**src/rtl/i2c_temp_responder_pkg.sv**
```systemverilog
// Shared types and constants for the I2C temperature-sensor responder.
package i2c_temp_responder_pkg;

  typedef enum logic [2:0] {
    ST_IDLE,
    ST_ADDR,
    ST_ADDR_ACK,
    ST_WR_BYTE,
    ST_WR_ACK,
    ST_RD_BYTE,
    ST_RD_ACK,
    ST_IGNORE
  } state_t;

  localparam logic [7:0] PTR_TEMP_MSB = 8'h00;
  localparam logic [7:0] PTR_TEMP_LSB = 8'h01;
  localparam logic [7:0] PTR_ID       = 8'h0B;

  localparam logic [6:0] DEF_DEV_ADDR = 7'h4B;
  localparam logic [7:0] DEF_ID_VALUE = 8'hCB;

  function automatic logic [7:0] reg_byte(input logic [7:0]  ptr,
                                          input logic [15:0] word,
                                          input logic [7:0]  id);
    case (ptr)
      PTR_TEMP_MSB: return word[15:8];
      PTR_TEMP_LSB: return word[7:0];
      PTR_ID:       return id;
      default:      return 8'h00;
    endcase
  endfunction

endpackage

```
**src/rtl/i2c_line_cond.sv**
```systemverilog
// SCL/SDA conditioning: 2-flop synchronizers, optional 3-sample majority filter
// (enabled by I2C_GLITCH_FILTER_EN), and SCL edge / START / STOP detection.
module i2c_line_cond (
  input  logic i_clk,
  input  logic i_rst_n,
  input  logic i_scl,
  input  logic i_sda,
  output logic o_sda,
  output logic o_scl_rise,
  output logic o_scl_fall,
  output logic o_start,
  output logic o_stop
);

  logic [1:0] r_scl_sync, r_sda_sync;
  logic       w_scl, w_sda;
  logic       r_scl_d, r_sda_d;

  always_ff @(posedge i_clk or negedge i_rst_n) begin
    if (!i_rst_n) begin
      r_scl_sync <= '1;
      r_sda_sync <= '1;
    end else begin
      r_scl_sync <= {r_scl_sync[0], i_scl};
      r_sda_sync <= {r_sda_sync[0], i_sda};
    end
  end

`ifdef I2C_GLITCH_FILTER_EN
  logic [1:0] r_scl_hist, r_sda_hist;
  logic       r_scl_filt, r_sda_filt;

  always_ff @(posedge i_clk or negedge i_rst_n) begin
    if (!i_rst_n) begin
      r_scl_hist <= '1;
      r_sda_hist <= '1;
      r_scl_filt <= 1'b1;
      r_sda_filt <= 1'b1;
    end else begin
      r_scl_hist <= {r_scl_hist[0], r_scl_sync[1]};
      r_sda_hist <= {r_sda_hist[0], r_sda_sync[1]};
      r_scl_filt <= (r_scl_sync[1] & r_scl_hist[0]) | (r_scl_sync[1] & r_scl_hist[1]) |
                    (r_scl_hist[0] & r_scl_hist[1]);
      r_sda_filt <= (r_sda_sync[1] & r_sda_hist[0]) | (r_sda_sync[1] & r_sda_hist[1]) |
                    (r_sda_hist[0] & r_sda_hist[1]);
    end
  end

  assign w_scl = r_scl_filt;
  assign w_sda = r_sda_filt;
`else
  assign w_scl = r_scl_sync[1];
  assign w_sda = r_sda_sync[1];
`endif

  always_ff @(posedge i_clk or negedge i_rst_n) begin
    if (!i_rst_n) begin
      r_scl_d <= 1'b1;
      r_sda_d <= 1'b1;
    end else begin
      r_scl_d <= w_scl;
      r_sda_d <= w_sda;
    end
  end

  assign o_sda      = w_sda;
  assign o_scl_rise = w_scl & ~r_scl_d;
  assign o_scl_fall = ~w_scl & r_scl_d;
  assign o_start    = w_scl & r_scl_d & r_sda_d & ~w_sda;
  assign o_stop     = w_scl & r_scl_d & ~r_sda_d & w_sda;

endmodule

```
**src/rtl/i2c_temp_responder.sv**
```systemverilog
// I2C target emulating the temperature sensor: pointer write, MSB/LSB/ID reads,
// open-drain SDA pull with a fixed hold delay after each SCL fall.
module i2c_temp_responder
  import i2c_temp_responder_pkg::*;
#(
  parameter logic [6:0]  DEV_ADDR = DEF_DEV_ADDR,
  parameter logic [7:0]  ID_VALUE = DEF_ID_VALUE,
  parameter int unsigned HOLD_CYC = 30
) (
  input  logic        clk,
  input  logic        reset_n,
  input  logic        scl_in,
  input  logic        sda_in,
  output logic        sda_pull,
  input  logic [15:0] temp_in,
  output logic        busy,
  output logic        rd_done
);

  localparam int unsigned HOLD_W = $clog2(HOLD_CYC + 1);

  logic w_sda, w_scl_rise, w_scl_fall, w_start, w_stop;

  i2c_line_cond u_line_cond (
    .i_clk      (clk),
    .i_rst_n    (reset_n),
    .i_scl      (scl_in),
    .i_sda      (sda_in),
    .o_sda      (w_sda),
    .o_scl_rise (w_scl_rise),
    .o_scl_fall (w_scl_fall),
    .o_start    (w_start),
    .o_stop     (w_stop)
  );

  state_t              r_state, w_state_nxt;
  logic [3:0]          r_bitcnt;
  logic [6:0]          r_shift;
  logic [7:0]          r_tx, r_ptr;
  logic [15:0]         r_shadow;
  logic                r_rw, r_first, r_busy, r_rd_done, r_pull, r_hold_act;
  logic [HOLD_W-1:0]   r_hold_cnt;
  logic [7:0]          w_rx_byte;
  logic                w_addr_match, w_pull_want;

  assign w_rx_byte    = {r_shift, w_sda};
  assign w_addr_match = (w_rx_byte[7:1] == DEV_ADDR);

  always_ff @(posedge clk or negedge reset_n) begin
    if (!reset_n) r_state <= ST_IDLE;
    else          r_state <= w_state_nxt;
  end

  // ACK states are entered on the 8th rise, so they leave on the fall after the 9th rise.
  always_comb begin
    w_state_nxt = r_state;
    if (w_start) begin
      w_state_nxt = ST_ADDR;
    end else if (w_stop) begin
      w_state_nxt = ST_IDLE;
    end else if (w_scl_rise) begin
      case (r_state)
        ST_ADDR:    if (r_bitcnt == 4'd7) w_state_nxt = w_addr_match ? ST_ADDR_ACK : ST_IGNORE;
        ST_WR_BYTE: if (r_bitcnt == 4'd7) w_state_nxt = ST_WR_ACK;
        ST_RD_ACK:  if (w_sda) w_state_nxt = ST_IGNORE;
        default:    ;
      endcase
    end else if (w_scl_fall) begin
      case (r_state)
        ST_ADDR_ACK: if (r_bitcnt == 4'd9) w_state_nxt = r_rw ? ST_RD_BYTE : ST_WR_BYTE;
        ST_WR_ACK:   if (r_bitcnt == 4'd9) w_state_nxt = ST_WR_BYTE;
        ST_RD_BYTE:  if (r_bitcnt == 4'd8) w_state_nxt = ST_RD_ACK;
        ST_RD_ACK:   w_state_nxt = ST_RD_BYTE;
        default:     ;
      endcase
    end
  end

  always_comb begin
    w_pull_want = 1'b0;
    case (r_state)
      ST_ADDR_ACK, ST_WR_ACK: w_pull_want = 1'b1;
      ST_RD_BYTE:             w_pull_want = ~r_tx[7];
      default:                w_pull_want = 1'b0;
    endcase
  end

  always_ff @(posedge clk or negedge reset_n) begin
    if (!reset_n) begin
      r_bitcnt   <= '0;
      r_shift    <= '0;
      r_tx       <= '0;
      r_ptr      <= '0;
      r_shadow   <= '0;
      r_rw       <= 1'b0;
      r_first    <= 1'b0;
      r_busy     <= 1'b0;
      r_rd_done  <= 1'b0;
      r_pull     <= 1'b0;
      r_hold_act <= 1'b0;
      r_hold_cnt <= '0;
    end else begin
      r_rd_done <= 1'b0;
      if (w_start) begin
        r_bitcnt   <= '0;
        r_pull     <= 1'b0;
        r_hold_act <= 1'b0;
      end else if (w_stop) begin
        r_pull     <= 1'b0;
        r_hold_act <= 1'b0;
        r_busy     <= 1'b0;
      end else begin
        if (w_scl_rise) begin
          case (r_state)
            ST_ADDR: begin
              r_shift  <= w_rx_byte[6:0];
              r_bitcnt <= r_bitcnt + 4'd1;
              if (r_bitcnt == 4'd7) begin
                r_rw    <= w_rx_byte[0];
                r_first <= 1'b1;
                r_busy  <= w_addr_match;
              end
            end
            ST_WR_BYTE: begin
              r_shift  <= w_rx_byte[6:0];
              r_bitcnt <= r_bitcnt + 4'd1;
              if (r_bitcnt == 4'd7 && r_first) begin
                r_ptr   <= w_rx_byte;
                r_first <= 1'b0;
              end
            end
            ST_ADDR_ACK, ST_WR_ACK, ST_RD_BYTE: r_bitcnt <= r_bitcnt + 4'd1;
            ST_RD_ACK: begin
              r_ptr <= r_ptr + 8'd1;
              if (w_sda) begin
                r_rd_done <= 1'b1;
                r_busy    <= 1'b0;
              end
            end
            default: ;
          endcase
        end

        if (w_scl_fall) begin
          r_hold_act <= 1'b1;
          r_hold_cnt <= HOLD_W'(HOLD_CYC - 1);
          case (r_state)
            ST_ADDR_ACK: if (r_bitcnt == 4'd9) begin
              r_bitcnt <= '0;
              if (r_rw) begin
                r_shadow <= temp_in;
                r_tx     <= reg_byte(r_ptr, temp_in, ID_VALUE);
              end
            end
            ST_WR_ACK: if (r_bitcnt == 4'd9) r_bitcnt <= '0;
            ST_RD_BYTE: begin
              if (r_bitcnt == 4'd8) r_bitcnt <= '0;
              else                  r_tx     <= {r_tx[6:0], 1'b0};
            end
            ST_RD_ACK: begin
              r_bitcnt <= '0;
              r_tx     <= reg_byte(r_ptr, r_shadow, ID_VALUE);
            end
            default: ;
          endcase
        end else if (r_hold_act) begin
          if (r_hold_cnt == '0) begin
            r_hold_act <= 1'b0;
            r_pull     <= w_pull_want;
          end else begin
            r_hold_cnt <= r_hold_cnt - HOLD_W'(1);
          end
        end
      end
    end
  end

  assign sda_pull = r_pull;
  assign busy     = r_busy;
  assign rd_done  = r_rd_done;

endmodule
```
**config.mk**
```make
export PLATFORM = sky130hd
export DESIGN_NAME = i2c_temp_responder
export DESIGN_NICKNAME = d
export VERILOG_FILES = /design/src/rtl/i2c_temp_responder_pkg.sv /design/src/rtl/i2c_line_cond.sv /design/src/rtl/i2c_temp_responder.sv
export SDC_FILE = /design/constraint.sdc
export NUM_CORES = 1
export LEC_CHECK = 0
export CAP_MARGIN = 20
export CORE_MARGIN = 2
export CORE_UTILIZATION = 50
export CTS_CLUSTER_DIAMETER = 80
export DETAILED_ROUTE_END_ITERATION = 6
export PLACE_DENSITY = 0.78
export SKIP_LAST_GASP = 1
export SLEW_MARGIN = 5
export SYNTH_ARGS = -nofsm -noshare
export SYNTH_HDL_FRONTEND = slang
export SYNTH_SLANG_ARGS = --single-unit
```
**constraint.sdc**
```tcl
create_clock -name clk -period 2.8 [get_ports clk]
set_input_delay 0.28 -clock clk [delete_from_list [all_inputs] [get_ports clk]]
set_output_delay 0.28 -clock clk [all_outputs]
set_load 0.02 [all_outputs]
```
==> out/metrics.cfg, run 1 <==
[outcome]
status=finished clean

[timing]
max_freq_mhz=450
fin_setup_tns_ps=0
setup_violations=0
skew_ps=16.3
timing.final.crit_share_pct=79.4
min_period_ps=2220
maxSlewHeadroom_pct=53.4
slew_viol_final=0
rsz0062_at_grt=no
setup_ws_ps=576
worst_pin_slew_ps=689
hold_violations=0

[yosys]
synth.area.mux_share_pct=11.6
synth-edff-count=0
synth.yosys.seq_area_share_pct=44.1
ys.flop_type=dfrtp_1
synth-simple-area-share_pct=17.1
netlist-cell-type-count=69
yosys_register_bits=63
syn_inst=337
synth.avg_cell_area_um2=10.7
syn_nets=368
netlist_area_um2=3590
synthArstFlopShare_pct=100
synth_fa_ha_area_share_pct=3.83
synth_xor_xnor_area_share_pct=1.19
synth_compound_area_share_pct=18.0
synth_top_family_by_area=compound AO/OA/AOI/OAI gates
ys_warn_count=0

[finish]
fin_util_pct=59.5
final_common_cell=dfrtp_1
fin_area_um2=4080
nets=391
synthToLayoutAreaGrowth_pct=13.8
final_cell_count_no_fill=461
fill_cells=583
diodes=0
mostFrequentLayoutCells=57 x dfrtp_1, 32 x nand2_1, 22 x mux2_2
drive_gt1_share_pct=19.5

[grt]
grtUsageTotal_pct=20.2
antenna_found_initial=0
grt_pass1_vias=2639
grt-ovfl-total=0
grt_pass1_wl_um=12200
grt_max_degree=25

[min_path]
whs_endpoint=u_line_cond.r_scl_sync[0]
holdPathStages=1
hold_path.class=primary input to flip-flop
min_from=scl_in

[worst_setup_path]
crit_type=flip-flop to flip-flop
worst-path-max-fanout=11
worstRegToRegCells=5
r2r_end=r_ptr[5]
startpoint_type=flip-flop
required_ps=3030
rr_startpoint=u_line_cond.r_scl_sync[1]
critPathArrivalTime_ps=2450
ff2ff_setup_slack_ps=580
end_kind=flip-flop

[route]
first_pass_iters=5
route.met3.wl_um=300
avgViaCountPerCell=5.89
drtIter0Drc=103
antenna_left=0
drc_errors=0
routed-wl-met2_um=3390
wl_per_cell_um=15.9
vias=2714
finalWirelength_um=7320
highest_layer=met4
wirelength_met1_um=3510

[clock_network]
ctsLongestPathBuffers=2
htreeDepth=3
cts_root_buffer=clkbuf_8
clock_latency_ps=350
cts_tree=built
cts.sinks=63
clkTransAtPathRegs_ps=70
cts_buffers=9

[power_and_ir_drop]
vdd_drop_max_mv=0.377
p_leak_nw=1.82
power_density_nw_per_um2=826

[floorplanning]
row_count=30
ios=23
die_height_um=88.7
initial_utilization_pct=52.3
fp.dieW_um=88.7
die_area_um2=7870
coreArea_um2=6870

[placed_design]
portBuffers=22
place_area_um2=3880
dp_cells=444
dp_hpwl_um=5200
gp_congestion=0.929
dp_slack_ps=582

[flow_run]
drv_cap=0

==> worst max-delay path by stage <==
stage	slack [ps]	from	to	cells after the start
global placement	640	r_state[1]	r_tx[3]	4
global route	370	u_line_cond.r_scl_sync[1]	r_ptr[4]	5
detailed placement	580	r_state[1]	r_tx[0]	4
finish	580	u_line_cond.r_scl_sync[1]	r_ptr[5]	5
floorplan	850	u_line_cond.r_sda_sync[1]	r_shadow[10]	7
CTS	560	r_state[1]	r_tx[0]	4
==> flip-flops by register name, indices dropped and copies added (netlist names), 2 cells and up <==
register	cells
r_hold_cnt	5
r_bitcnt	4
r_state	3
r_ptr	8
r_tx	8
r_shadow	16
r_shift	7
u_line_cond.r_scl_sync	2
u_line_cond.r_sda_sync	2
==> area by class of cell <==
type / instances / area, µm² / share of cell area, %
well taps: 96 / 120 / 2.94
clock buffers: 9 / 124 / 3.03
repair buffers: 30 / 278 / 6.80
inverters: 13 / 48.8 / 1.19
flip-flops and latches: 63 / 1580 / 38.8
multi-input cells: 243 / 1860 / 45.4
clock inverters: 7 / 73.8 / 1.81
==> logic make-up after synthesis <==
group | after synthesis
DFF | 63
and+or+nand+nor | 111
adders and majority gates | 11
muxes | 37
buffers and inverters | 31
xor gates and xnor gates | 4
AOI/OAI and AO/OA | 80
==> layer usage <==
layer / vias to the layer above / GRT usage (%)
met2: 63 / 32.3
li1: 1288 / -
met1: 1352 / 26.8
met3: 11 / 4.29
met5: - / 0
met4: 0 / 8.40
==> power by group <==
group          internal (mW)  switching [mW]
clock network          0.410           0.378
logic                  0.531           0.639
registers               1.13           0.284
==> worst max-delay path: stages (launching register included) <==
cell and delay, ps:
dfstp_2 560, ha_1 310, inv_1 220, nor4_4 580, o21ai_0 180, a22o_1 260
==> synth_stat cells, types with 2 or more instances <==
master	instances	area share, %
buf_2	3	0.42
a31oi_1	6	1.0
a211oi_4	2	1.1
and2_1	3	0.52
nand3b_1	4	0.84
dfstp_2	6	4.4
mux2i_1	4	1.1
a22o_1	9	2.2
dfrtp_1	57	40
nand2_1	32	3.3
mux2_1	10	3.1
nor2b_1	4	0.70
inv_1	13	1.4
o211ai_1	3	0.63
nand3_1	15	2.1
mux2_2	22	6.9
clkbuf_1	9	0.94
a21oi_1	9	1.3
and3b_1	4	0.98
nand2_4	2	0.63
and3_1	8	1.4
a221o_1	2	0.56
xor2_1	2	0.49
o21ai_0	13	1.8
o21a_1	2	0.42
nor2_1	18	1.9
a221oi_1	8	2.0
o221ai_1	4	0.98
a22oi_1	2	0.42
buf_6	3	0.94
ha_1	11	3.8
nor3_1	5	0.70
nor2b_2	2	0.49
buf_4	2	0.42
nand4_1	4	0.70
==> through the flow <==
stage	hold slack (ps)	power, mW
2_1_floorplan	-15.6	2.29
3_3_place_gp	253	2.54
3_5_place_dp	269	2.59
4_1_cts	323	3.39
5_1_grt	343	3.62
6_report	336	3.38
==> timing repair <==
action	4_1_cts	5_1_grt
hold buffers	1	0
gates resized for setup	0	0
endpoints found under the hold margin	18	0
setup buffers	0	0
No activity file was read; power rests on OpenSTA's default activity.
==> run 2: changes to the inputs <==
Clock period 2.8 ns to 2.15 ns, I/O delays scaled along.
==> out/metrics.cfg, run 2 (synthesized netlist as in run 1, its figures left out) <==
[finish]
drive_gt1_share_pct=22.4
fill_cells=561
final_common_cell=dfrtp_1
synthToLayoutAreaGrowth_pct=19.6
largest_reg_flops=16
nets=405
reg_top3=r_shadow: 16 flops, r_ptr: 8 flops, r_tx: 8 flops
diodes=0
final_cell_count_no_fill=475
top_register=r_shadow
mostFrequentLayoutCells=57 x dfrtp_1, 32 x nand2_1, 22 x mux2_2

[route]
avgViaCountPerCell=5.82
finalWirelength_um=7450
vias=2764
drtIter0Drc=114
first_pass_iters=4
wl_per_cell_um=15.7
drc_errors=0
antenna_left=0

[worst_setup_path]
worst-path-max-fanout=8
critPathArrivalTime_ps=2220
cp_cell_sequence=inv_1 -> ha_1 -> and3b_1 -> nor3_1 -> o21ai_0 -> a21oi_4 -> mux2_2
end_kind=flip-flop
crit_family=compound AO/OA/AOI/OAI gates
crit_path_max_incr_delay_ps=430
ff2ff_setup_slack_ps=160
cp_num_buf_inv=1
crit_type=flip-flop to flip-flop
crit_path_top_delay_cell=dfrtp_1
startpoint_type=flip-flop
required_ps=2380

[floorplanning]
fp.dieW_um=88.7
row_count=30
die_height_um=88.7
die_area_um2=7870
coreArea_um2=6870
initial_utilization_pct=52.3
ios=23

[grt]
grt.met1_usage_pct=26.5
grtUsageMet2_pct=34.8
grt_pass1_wl_um=12600
antenna_found_initial=0
grt_most_used_layer=met2
grtUsageTotal_pct=20.8
grt_max_degree=64
use_met3_pct=6.16
grt_pass1_vias=2739
grt-ovfl-total=0

[power_and_ir_drop]
p_clk_share_pct=28.3
intPower_mw=3.14
p_comb_share_pct=35.1
power_density_nw_per_um2=1130
sw_frac_of_total_pct=35.4
p_seq_share_pct=36.6
vdd_drop_max_mv=0.533
switching_power_mw=1.72
p_leak_nw=1.94

[timing]
skew_ps=7.01
timing.final.crit_share_pct=92.6
slew_viol_final=0
setup_violations=0
max_freq_mhz=502
min_period_ps=1990
rsz0062_at_grt=no
fin_setup_tns_ps=0
maxSlewHeadroom_pct=66.8
hold_violations=0
worst_pin_slew_ps=493

[clock_network]
cts_root_buffer=clkbuf_8
ctsLongestPathBuffers=2
clkTransAtPathRegs_ps=70
cts.sinks=63
htreeDepth=3
cts_tree=built
clock_latency_ps=340
cts_buffers=9

[placed_design]
portBuffers=22
dp_cells=457
gp_congestion=0.905
dp_hpwl_um=5210

[flow_run]
drv_cap=0

[min_path]
hold_path.class=primary input to flip-flop

[outcome]
status=finished clean

run 2: cell types whose count changed in the layout (fill, tap and decap cells not counted):
cell	before	now
a21oi_2	1	0
a21oi_4	0	1
buf_12	0	2
buf_4	7	19
bufinv_16	1	4
clkinv_2	1	0
clkinv_4	1	0
clkinvlp_4	4	2
inv_6	0	1
run 2: power by group through the flow:
stage | clock network, mW | registers (mW) | logic, mW
3_3_place_gp | 0 | 1.77 | 1.62
6_report | 1.37 | 1.77 | 1.70
4_1_cts | 1.40 | 1.77 | 1.69
5_1_grt | 1.45 | 1.82 | 1.89
2_1_floorplan | 0 | 1.68 | 1.30
3_5_place_dp | 0 | 1.79 | 1.68
run 2: metrics by stage:
stage	hold WS [ps]	utilization (%)	setup WS, ps	instance area [µm²]	power (mW)
finish	273	62.5	160	4290	4.85
global route	265	62.5	25.8	4290	5.16
CTS	261	62.3	119	4280	4.86
detailed placement	256	58.2	126	4000	3.46
global placement	250	58.2	192	4000	3.38
floorplan	-80.6	-	196	3590	2.99
run 2: area by class of cell:
type | instances | area, µm² | area share, %
sequential | 63 | 1580 | 36.9
tap | 96 | 120 | 2.80
clock buffer | 9 | 124 | 2.89
timing repair buffer | 44 | 408 | 9.50
inverter | 13 | 48.8 | 1.14
clock inverter | 7 | 144 | 3.35
multi-input combinational | 243 | 1860 | 43.4
run 2: worst paths after layout:
check / startpoint / endpoint / depth (start not counted)
worst max-delay path: r_bitcnt[0] / r_tx[1] / 7
worst min-delay path: sda_in / u_line_cond.r_sda_sync[0] / 1
worst max register to register: r_bitcnt[0] / r_tx[1] / 7
worst min register to register: u_line_cond.r_scl_sync[0] / u_line_cond.r_scl_sync[1] / 0
max in group asynchronous: reset_n / u_line_cond.r_sda_sync[0] / 3
min in group asynchronous: reset_n / r_shadow[15] / 3
run 2: timing repair:
action | 4_1_cts | 5_1_grt
endpoints found under the setup margin | 0 | 8
hold endpoints to repair | 57 | 0
hold buffers | 1 | 0
gates resized for setup | 0 | 1
setup buffers | 0 | 1
run 2: per-layer routing:
layer / wire length (µm) / up-vias
li1: - / 1323
met1: 3430 / 1370
met2: 3640 / 61
met3: 309 / 10
met4: 72 / 0
met5: 0 / -
==> run 3: changes to the inputs <==
Settings changed: CORE_UTILIZATION 50 to 56, PLACE_DENSITY 0.78 to 0.85, RECOVER_POWER from default to 25.
==> out/metrics.cfg, run 3 (synthesized netlist as in run 1, its figures left out) <==
[floorplanning]
row_count=29
coreArea_um2=6280
ios=23
die_height_um=84.1
fp.dieW_um=84.1
die_area_um2=7070
initial_utilization_pct=57.2

[worst_setup_path]
crit_type=flip-flop to flip-flop
startpoint_type=flip-flop
required_ps=2370
cp_num_buf_inv=2
crit_cells=8
worstRegToRegCells=8
crit_path_top_delay_cell=dfrtp_1
crit_family=compound AO/OA/AOI/OAI gates
cp_cell_sequence=ha_1 -> and3b_1 -> a31oi_1 -> nor4_4 -> buf_4 -> buf_4 -> o21a_1 -> o22a_1
crit_path_max_incr_delay_ps=440
end_kind=flip-flop
path_common_cell=buf_4
worst-path-max-fanout=10
critPathArrivalTime_ps=2270

[outcome]
status=finished, violations left
violations=max-capacitance violations, max-slew violations

[grt]
grt_pass1_wl_um=12800
grt-ovfl-total=0
grtUsageTotal_pct=22.3
antenna_found_initial=0
grt_max_degree=64
grt_pass1_vias=2711

[placed_design]
portBuffers=22
dp_hpwl_um=5210
gp_congestion=0.943

[route]
first_pass_iters=4
drtIter0Drc=196
vias=2773
finalWirelength_um=7440
wirelength_met1_um=3350
antenna_left=0
avgViaCountPerCell=6.16
drc_errors=0
wl_per_cell_um=16.5
route.met3.wl_um=359
highest_layer=met4
routed-wl-met2_um=3670

[timing]
timing.final.crit_share_pct=95.1
min_period_ps=2040
skew_ps=6.80
worst_pin_slew_ps=1540
rsz0062_at_grt=no
max_freq_mhz=489
setup_violations=0
fin_setup_tns_ps=0
slew_viol_final=64
maxSlewHeadroom_pct=-2.75
hold_violations=0

[flow_run]
drv_cap=1

[clock_network]
cts_buffers=9
cts_hold_buf=0
htreeDepth=3
cts_tree=built
ctsLongestPathBuffers=2
cts.sinks=63
cts_root_buffer=clkbuf_8
clkTransAtPathRegs_ps=70
clock_latency_ps=330

[finish]
nets=400
top_register=r_shadow
mostFrequentLayoutCells=57 x dfrtp_1, 32 x nand2_1, 22 x mux2_2
drive_gt1_share_pct=21.2
diodes=0
synthToLayoutAreaGrowth_pct=15.0
reg_top3=r_shadow: 16 flops, r_ptr: 8 flops, r_tx: 8 flops
largest_reg_flops=16
final_common_cell=dfrtp_1
fill_cells=457

[power_and_ir_drop]
power_density_nw_per_um2=1070
power_mw=4.42
p_leak_nw=1.88
vdd_drop_max_mv=0.577

[min_path]
hold_path.class=primary input to asynchronous set/reset pin

[run 3: cell types whose count changed in the layout (fill, tap and decap cells not counted), sizes merged]
cell and delta:
buf -5, clkdlybuf4s50 -2, bufinv -4, inv -1, clkinv +2, dlygate4sd3 +1
clkbuf +4, clkinvlp -1
[run 3: layout make-up]
type,instances,area [µm²],share of cell area [%]
Clock buffer,12,165,4.00
Clock inverter,3,17.5,0.424
Inverter,13,48.8,1.18
Multi-Input combinational cell,243,1860,45.1
Sequential cell,63,1580,38.4
Tap cell,77,96.3,2.33
Timing Repair Buffer,39,353,8.55
[run 3: path summary, 6_finish.rpt]
path,end,slack [ps],from
min in group clk,u_line_cond.r_sda_sync[1],360,u_line_cond.r_sda_sync[0]
min,r_hold_cnt[3],350,reset_n
max reg2reg,r_ptr[7],110,r_bitcnt[0]
max in group asynchronous,r_shift[0],890,reset_n
min reg2reg,u_line_cond.r_sda_sync[1],360,u_line_cond.r_sda_sync[0]
max,r_ptr[7],110,r_bitcnt[0]
[run 3: repair_timing]
item	in CTS	in global routing
buffers inserted	0	1
resized for setup	0	1
endpoints found under the hold margin	0	0
endpoints found under the setup margin	0	12
[run 3: layer usage]
layer / vias to the layer above / track usage, %
met5: - / 0
met4: 0 / 7.92
met3: 5 / 4.65
met2: 84 / 35.8
met1: 1370 / 30.1
li1: 1314 / -
[run 3: power by group]
group	leakage, nW	internal, mW	switching, mW	total [mW]
registers	0.805	1.48	0.321	1.80
clock network	0.0942	0.503	0.446	0.949
logic	0.978	0.757	0.914	1.67
[run 3: through the flow]
step / hold WS, ps / setup slack, ps / utilization (%) / area [µm²] / cells
2_1_floorplan: -80.6 / 196 / - / 3590 / 337
3_3_place_gp: 347 / 175 / 62.6 / 3930 / 434
3_5_place_dp: 349 / 112 / 62.6 / 3930 / 434
4_1_cts: 70.7 / 97.3 / 65.6 / 4120 / 449
5_1_grt: 359 / 4.99 / 65.8 / 4130 / 450
6_report: 350 / 105 / 65.8 / 4130 / 450
